## config.mk

```make
export PLATFORM = sky130hd
export DESIGN_NAME = uartprobe_uart_rx
export DESIGN_NICKNAME = d
export VERILOG_FILES = /design/src/rtl/uartprobe_uart_rx.sv
export SDC_FILE = /design/constraint.sdc
export NUM_CORES = 1
export LEC_CHECK = 0
export CAP_MARGIN = 20
export CORE_ASPECT_RATIO = 1.25
export CORE_MARGIN = 2
export CORE_UTILIZATION = 45
export CTS_CLUSTER_SIZE = 25
export DETAILED_ROUTE_END_ITERATION = 8
export HOLD_SLACK_MARGIN = 0.08
export PLACE_DENSITY = 0.65
export SLEW_MARGIN = 10
export SYNTH_ARGS = -nofsm -noshare
export SYNTH_HDL_FRONTEND = slang
export SYNTH_SLANG_ARGS = --single-unit
export TNS_END_PERCENT = 50
```

## constraint.sdc

```tcl
create_clock -name clk -period 4.1 [get_ports clk]
set_input_delay 0.82 -clock clk [delete_from_list [all_inputs] [get_ports clk]]
set_output_delay 0.82 -clock clk [all_outputs]
set_load 0.01 [all_outputs]
```

## src/rtl/uartprobe_uart_rx.sv

```systemverilog
// UART receive front-end: oversampled 8N1 (or 8E1 with UARTPROBE_RX_PARITY_EN) de-framer
// feeding a one-byte valid/ready holding register with framing/overrun/parity pulses.
`timescale 1ns/1ps
module uartprobe_uart_rx #(
   parameter int unsigned CLKS_PER_BIT = 868
) (
   input  logic       clk,
   input  logic       m_aresetn,
   input  logic       uart_rx,
   output logic       rx_valid,
   output logic [7:0] rx_data,
   input  logic       rx_ready,
   output logic       frame_err,
   output logic       overrun,
   output logic       parity_err
);

   localparam int unsigned CW   = $clog2(CLKS_PER_BIT);
   localparam int unsigned HALF = CLKS_PER_BIT / 2;
   localparam logic [CW-1:0] HALF_M1 = CW'(HALF - 1);
   localparam logic [CW-1:0] LAST    = CW'(CLKS_PER_BIT - 1);

`ifdef UARTPROBE_RX_PARITY_EN
   typedef enum logic [2:0] {IDLE, START, DATA, PARITY, STOP, BREAK} state_t;
`else
   typedef enum logic [2:0] {IDLE, START, DATA, STOP, BREAK} state_t;
`endif

   state_t        state, state_n;
   logic [1:0]    sync;
   logic          rxs;
   logic [CW-1:0] cnt, cnt_n;
   logic [2:0]    bit_idx, bit_n;
   logic [7:0]    shift, shift_n;
   logic          done, ferr;

   assign rxs = sync[1];

`ifdef UARTPROBE_RX_PARITY_EN
   logic par, par_n, par_bad, par_bad_n, perr;
`endif

   always_comb begin
      state_n = state;
      cnt_n   = cnt + CW'(1);
      bit_n   = bit_idx;
      shift_n = shift;
      done    = 1'b0;
      ferr    = 1'b0;
`ifdef UARTPROBE_RX_PARITY_EN
      par_n     = par;
      par_bad_n = par_bad;
      perr      = 1'b0;
`endif
      unique case (state)
         IDLE: begin
            cnt_n = '0;
            if (!rxs) state_n = START;
         end
         START: if (cnt == HALF_M1) begin
            cnt_n = '0;
            if (rxs) begin
               state_n = IDLE;
            end else begin
               state_n = DATA;
               bit_n   = '0;
`ifdef UARTPROBE_RX_PARITY_EN
               par_n     = 1'b0;
               par_bad_n = 1'b0;
`endif
            end
         end
         DATA: if (cnt == LAST) begin
            cnt_n   = '0;
            shift_n = {rxs, shift[7:1]};
            bit_n   = bit_idx + 3'd1;
`ifdef UARTPROBE_RX_PARITY_EN
            par_n = par ^ rxs;
            if (bit_idx == 3'd7) state_n = PARITY;
`else
            if (bit_idx == 3'd7) state_n = STOP;
`endif
         end
`ifdef UARTPROBE_RX_PARITY_EN
         PARITY: if (cnt == LAST) begin
            cnt_n   = '0;
            state_n = STOP;
            if (par ^ rxs) begin
               perr      = 1'b1;
               par_bad_n = 1'b1;
            end
         end
`endif
         STOP: if (cnt == LAST) begin
            cnt_n = '0;
            if (!rxs) begin
               ferr    = 1'b1;
               state_n = BREAK;
            end else begin
               // leave mid-stop-bit so a fast sender's next start edge is not missed
               state_n = IDLE;
`ifdef UARTPROBE_RX_PARITY_EN
               done = !par_bad;
`else
               done = 1'b1;
`endif
            end
         end
         BREAK: begin
            cnt_n = '0;
            if (rxs) state_n = IDLE;
         end
         default: state_n = IDLE;
      endcase
   end

   always_ff @(posedge clk or negedge m_aresetn) begin
      if (!m_aresetn) begin
         sync      <= '1;
         state     <= IDLE;
         cnt       <= '0;
         bit_idx   <= '0;
         shift     <= '0;
         rx_valid  <= 1'b0;
         rx_data   <= '0;
         frame_err <= 1'b0;
         overrun   <= 1'b0;
      end else begin
         sync      <= {sync[0], uart_rx};
         state     <= state_n;
         cnt       <= cnt_n;
         bit_idx   <= bit_n;
         shift     <= shift_n;
         frame_err <= ferr;
         overrun   <= 1'b0;
         if (done) begin
            if (!rx_valid || rx_ready) begin
               rx_data  <= shift;
               rx_valid <= 1'b1;
            end else begin
               overrun <= 1'b1;
            end
         end else if (rx_valid && rx_ready) begin
            rx_valid <= 1'b0;
         end
      end
   end

`ifdef UARTPROBE_RX_PARITY_EN
   always_ff @(posedge clk or negedge m_aresetn) begin
      if (!m_aresetn) begin
         par        <= 1'b0;
         par_bad    <= 1'b0;
         parity_err <= 1'b0;
      end else begin
         par        <= par_n;
         par_bad    <= par_bad_n;
         parity_err <= perr;
      end
   end
`else
   assign parity_err = 1'b0;
`endif

endmodule

```

# Word-level counts from Yosys, hierarchy flattened
# Index checks and enable logic that the tools add are counted.
[op_classes] n_addsub=2 n_eq_ne=15 mux=27 reduce_logical=13
[ops] op="3-bit 2-to-1 mux" count=10
[ops] op="10-bit case mux with 3 select lines" count=1
[ops] op="10-bit 2-to-1 mux" count=2
[ops] op="3-bit case mux with 5 select lines" count=1
[ops] op="2-bit != test, second input constant" count=7
[ops] op="1-bit 2-to-1 mux" count=11
[ops] op="10-bit by 1-bit adder with 10-bit output, second input constant" count=1
[ops] op="10-bit == test, second input constant" count=1
[ops] op="10-bit by 9-bit == test with 1-bit output, second input constant" count=1
[ops] op="3-bit by 2-bit == test with 1-bit output, second input constant" count=2
[ops] op="3-bit == test, second input constant" count=2
[ops] op="3-bit case mux with 2 select lines" count=1
[ops] op="2-bit AND reduction" count=3
[ops] op="6-bit AND reduction" count=1
[ops] op="4-bit AND reduction" count=1
[ops] op="2-bit nonzero test" count=2
[ops] op="2-bit OR reduction" count=2
[ops] op="3-bit by 1-bit adder with 3-bit output, second input constant" count=1
[ops] op="3-bit by 1-bit == test with 1-bit output, second input constant" count=1
[ops] op="3-bit zero test" count=1
[ops] op="2-bit 2-to-1 mux" count=1
[ops] op="2-bit by 1-bit != test with 1-bit output, second input constant" count=1
[ops] op="1-bit logical AND" count=1
[ops] op="1-bit zero test" count=1
[ops] op="1-bit logical OR" count=1
[totals] regBits=37 out_inout_bits=12 elab_cells=66

# Longest topological paths before layout
[logic_depth] depth_word=5 mapped_depth=6

# Least setup slack after synthesis
# OpenSTA, ideal clock, no wires.
[synth_timing] kind="register to register" from="register cnt[0]" to="register rx_data[0]" setup_time_ps=125 t_arrival_ps=1745 required_ps=3975 setup_slack_ps=2231 path_stages_with_launch=6 path_buffers=0 synth_period_minus_slack_ps=1869 cell_sequence="dfrtp_1 ha_1 and4bb_2 nand4_4 nor3b_4 mux2_2"
[synth_via] elab_chain_cells=4
[synth_lines] element="start, declared" line_no="32" source="logic [CW-1:0] cnt, cnt_n;"
[synth_lines] element="start signal, assigned" line_no="131" source="cnt <= cnt_n;"
[synth_lines] element="10-bit == test" line_no="94" source="STOP: if (cnt == LAST) begin"
[synth_lines] element="1-bit 2-to-1 mux" line_no="94"
[synth_lines] element="1-bit 2-to-1 mux" line_no="55" source="unique case (state)"
[synth_lines] element="2-bit AND reduction (no source line)"
[synth_lines] element="end signal, assigned" line_no="138" source="rx_data <= shift;"
[synth_lines] element="end, declared" line_no="11" source="output logic [7:0] rx_data,"
# No other way between the ends.
# A chain may end at the register's enable or synchronous reset.

# Final worst setup path
[layout_timing] from="register cnt[3]" to="register bit_idx[0]"
[layout_via] elab_chain_cells=3
[layout_lines] element="10-bit == test or 10-bit by 9-bit == test with 1-bit output (tied branches)" line_no="73, 60"
[layout_lines] element="2-bit != test (no source line)"
[layout_lines] element="4-bit AND reduction (no source line) (*)"
[layout_lines] element="end signal, assigned" line_no="132" source="bit_idx <= bit_n;"
[layout_lines] element="end, declared" line_no="33" source="logic [2:0] bit_idx, bit_n;"
# Mark *: on every way between the ends. The rest lies on a longest branch, timed or not.

==> flow_summary.yaml <==
setup_path:
  cp_max_fo: 7
  startpoint: "cnt[3]"
  cp.required_ps: 4280
  rrSetupSlack_ps: 1990
  cp-end-kind: "flip-flop"
  crit_arrival_ps: 2290
  critPathKind: "reg2reg"
  crit_cells: 4
  startpoint_type: "flip-flop"
  worstRegToRegCells: 4
  crit_path_max_incr_delay_ps: 580
  crit_buf_inv: 0
  crit_slowest_cell: "nor3b_1"
  critical_path.top_delay_family: "simple AND/OR/NAND/NOR gates"
  cp_cell_sequence: "nor3b_1, or2b_1, o31a_1, mux2_2"
  r2r-end: "bit_idx[0]"
  reg2reg_from: "cnt[3]"
  crit_end: "bit_idx[0]"
timing:
  report.final.slew_viol_count: 0
  fin_tns_setup_ps: 0
  finalHoldViolCount: 0
  period_share: 0.515
  setup_viol: 0
  grt_setup_unrepaired: "false"
  fmax_ghz: 0.474
  tightest_slew_ps: 616
  slew_headroom: 0.589
  fin_worst_skew_ps: 10.5
  layout_min_cycle_time_ps: 2110
min_path:
  min_path_cells: 0
  hp-start: "sync[0]"
  hold_class: "reg2reg"
synthesis:
  syn_area_um2: 1700
  syn_avg_cell_area_um2: 12.4
  ys_types: 40
  ys_seq_elements: 37
  syn_nets: 145
  ys.warnings.count: 0
  netlist_instances: 137
  yosysSeqAreaShare: 0.546
layout:
  drive_above_1_share: 0.221
  filler_cell_count: 327
  antenna_cells: 0
  regArea_um2: 928
  finish.net_count: 161
  final_common_cell: "dfrtp_1"
  final_util: 0.534
  multi_input_area_um2: 729
  syn2layout_area_growth_pct: 16.0
  layout_common_cells: "dfrtp_1 (35), mux2_2 (17), nor2_1 (15), clkdlybuf4s50_1 (14), nand2_1 (8)"
  final_cells: 194
global_route:
  antenna_found_initial: 0
  grt.overflow.total: 0
  grt_max_degree: 38
  grt_pass1_vias: 1117
  grt_use_total: 0.168
  grt_pass1_wl_mm: 5.33
cts:
  cts_max_level: 2
  clkSinkCount: 37
  post_cts_resized: 0
  clockBufferDepth: 2
  clkLatencyLatePin_ps: 290
  clockRootBuffer: "clkbuf_8"
  post_cts_buffers: 0
  numCtsBuffers: 5
  cts_tree: "yes"
  cts_hold_buffers: 0
  path_clk_slew_ps: 80
routing:
  drc: 0
  drt_first_pass_iters: 4
  wl_per_cell_um: 15.4
  vias_per_cell: 5.57
  drt.antenna.violating_nets: 0
  drtIter0Drc: 30
  drt-total-wl_mm: 2.98
  via_count: 1081
outcome:
  outcome: "complete, no violations"
placement:
  gp_congestion: 0.820
  dp_hpwl_mm: 2.10
  io_buffers: 14
  dp_cells: 186
power_and_ir_drop:
  p_leak_uw: 0.000924
  total_power_uw: 694
  ir_drop_v: 0.000233
  p_per_area_nw_per_um2: 352
die:
  die_w_um: 59.0
  coreArea_um2: 3690
  dieArea_um2: 4290
  io_pins: 16
  std_cell_rows: 25
  die_y_um: 72.7
  start_util: 0.461
job:
  drv_cap: 0
-- cell usage after synthesis --
master / instances / area share
mux2_2: 17 / 0.11
buf_2: 1 / 0.0029
a311oi_1: 1 / 0.0052
conb_1: 1 / 0.0022
nand4_1: 4 / 0.015
nand4_4: 1 / 0.013
or2b_1: 1 / 0.0044
ha_1: 4 / 0.029
dfrtp_1: 35 / 0.52
nor4_1: 1 / 0.0037
nand4b_1: 1 / 0.0052
a311o_1: 1 / 0.0059
nor2_1: 15 / 0.033
nor3_1: 1 / 0.0029
a21oi_1: 2 / 0.0059
a21o_1: 1 / 0.0044
xor2_1: 5 / 0.026
buf_6: 1 / 0.0066
nor2b_1: 2 / 0.0074
nand3_1: 3 / 0.0088
nor4b_4: 1 / 0.014
nor3b_4: 1 / 0.011
nand2_1: 8 / 0.018
o221ai_2: 1 / 0.0088
o21ai_0: 1 / 0.0029
and3_1: 1 / 0.0037
and2_1: 1 / 0.0037
dfstp_2: 2 / 0.031
or4_1: 2 / 0.0088
xnor2_1: 3 / 0.015
or2_2: 1 / 0.0037
clkbuf_1: 2 / 0.0044
inv_1: 1 / 0.0022
a22o_1: 2 / 0.010
buf_4: 2 / 0.0088
and4_1: 1 / 0.0052
o31a_1: 1 / 0.0052
nor3b_1: 2 / 0.0088
and4bb_2: 1 / 0.0074
nand2b_1: 5 / 0.018
-- cell families (layout without fill, tap and decap cells) --
group           count (synthesis)  after routing  share of synthesized area
xor+xnor                        8              8                     0.0412
compound gates                 10             10                     0.0486
simple gates                   53             53                      0.195
buf+inv                         7             24                     0.0250
mux                            17             17                      0.113
other cells                     1              1                    0.00221
fa+ha+maj                       4              4                     0.0294
flops                          37             37                      0.546
-- stage by stage --
| stage | instance area, µm² | hold WS (ps) | setup WS, ps |
|---|---|---|---|
| global placement | 1860 | 346 | 1740 |
| finish | 1970 | 361 | 1990 |
| detailed placement | 1860 | 353 | 1700 |
| CTS | 1970 | 364 | 1990 |
| floorplan | 1700 | 345 | 2230 |
| global route | 1970 | 366 | 1840 |
-- sequential cells by signal, summed over array words and instances, names as in the netlist --
register   flops
bit_idx        3
rx_valid       1
cnt           10
state          3
overrun        1
shift          8
frame_err      1
sync           2
rx_data        8
-- metal layers --
layer | up-vias | global-route usage | routed length [µm]
li1 | 510 | - | -
met1 | 546 | 0.199 | 1280
met2 | 18 | 0.279 | 1530
met3 | 7 | 0.0426 | 107
met4 | 0 | 0.0833 | 68
met5 | - | 0 | 0
-- report_power, final --
group	leakage, µW	internal (µW)	switching (µW)
Clock	0.0000585	182	132
Combinational	0.000370	3.58	7.91
Sequential	0.000495	367	1.23
Total	0.000924	552	142
-- cell type report --
class | instances | area share
multi-input combinational | 93 | 0.370
inverter | 1 | 0.00190
tap | 40 | 0.0254
clock inverter | 3 | 0.0222
timing repair buffer | 15 | 0.0749
clock buffer | 5 | 0.0349
sequential | 37 | 0.471
-- worst reg2reg max path, stage by stage (launching register included) --
cell	delay (ps)
dfrtp_1	490
nor3b_1	580
or2b_1	320
o31a_1	340
mux2_2	280
-- worst min-delay path by stage --
| stage | to | slack, ps |
|---|---|---|
| finish | sync[1] | 360 |
| global route | sync[1] | 370 |
| CTS | sync[1] | 360 |
| detailed placement | sync[1] | 350 |
| global placement | sync[1] | 350 |
| floorplan | sync[1] | 350 |
Note: power is estimated with default switching activity, not from simulation.
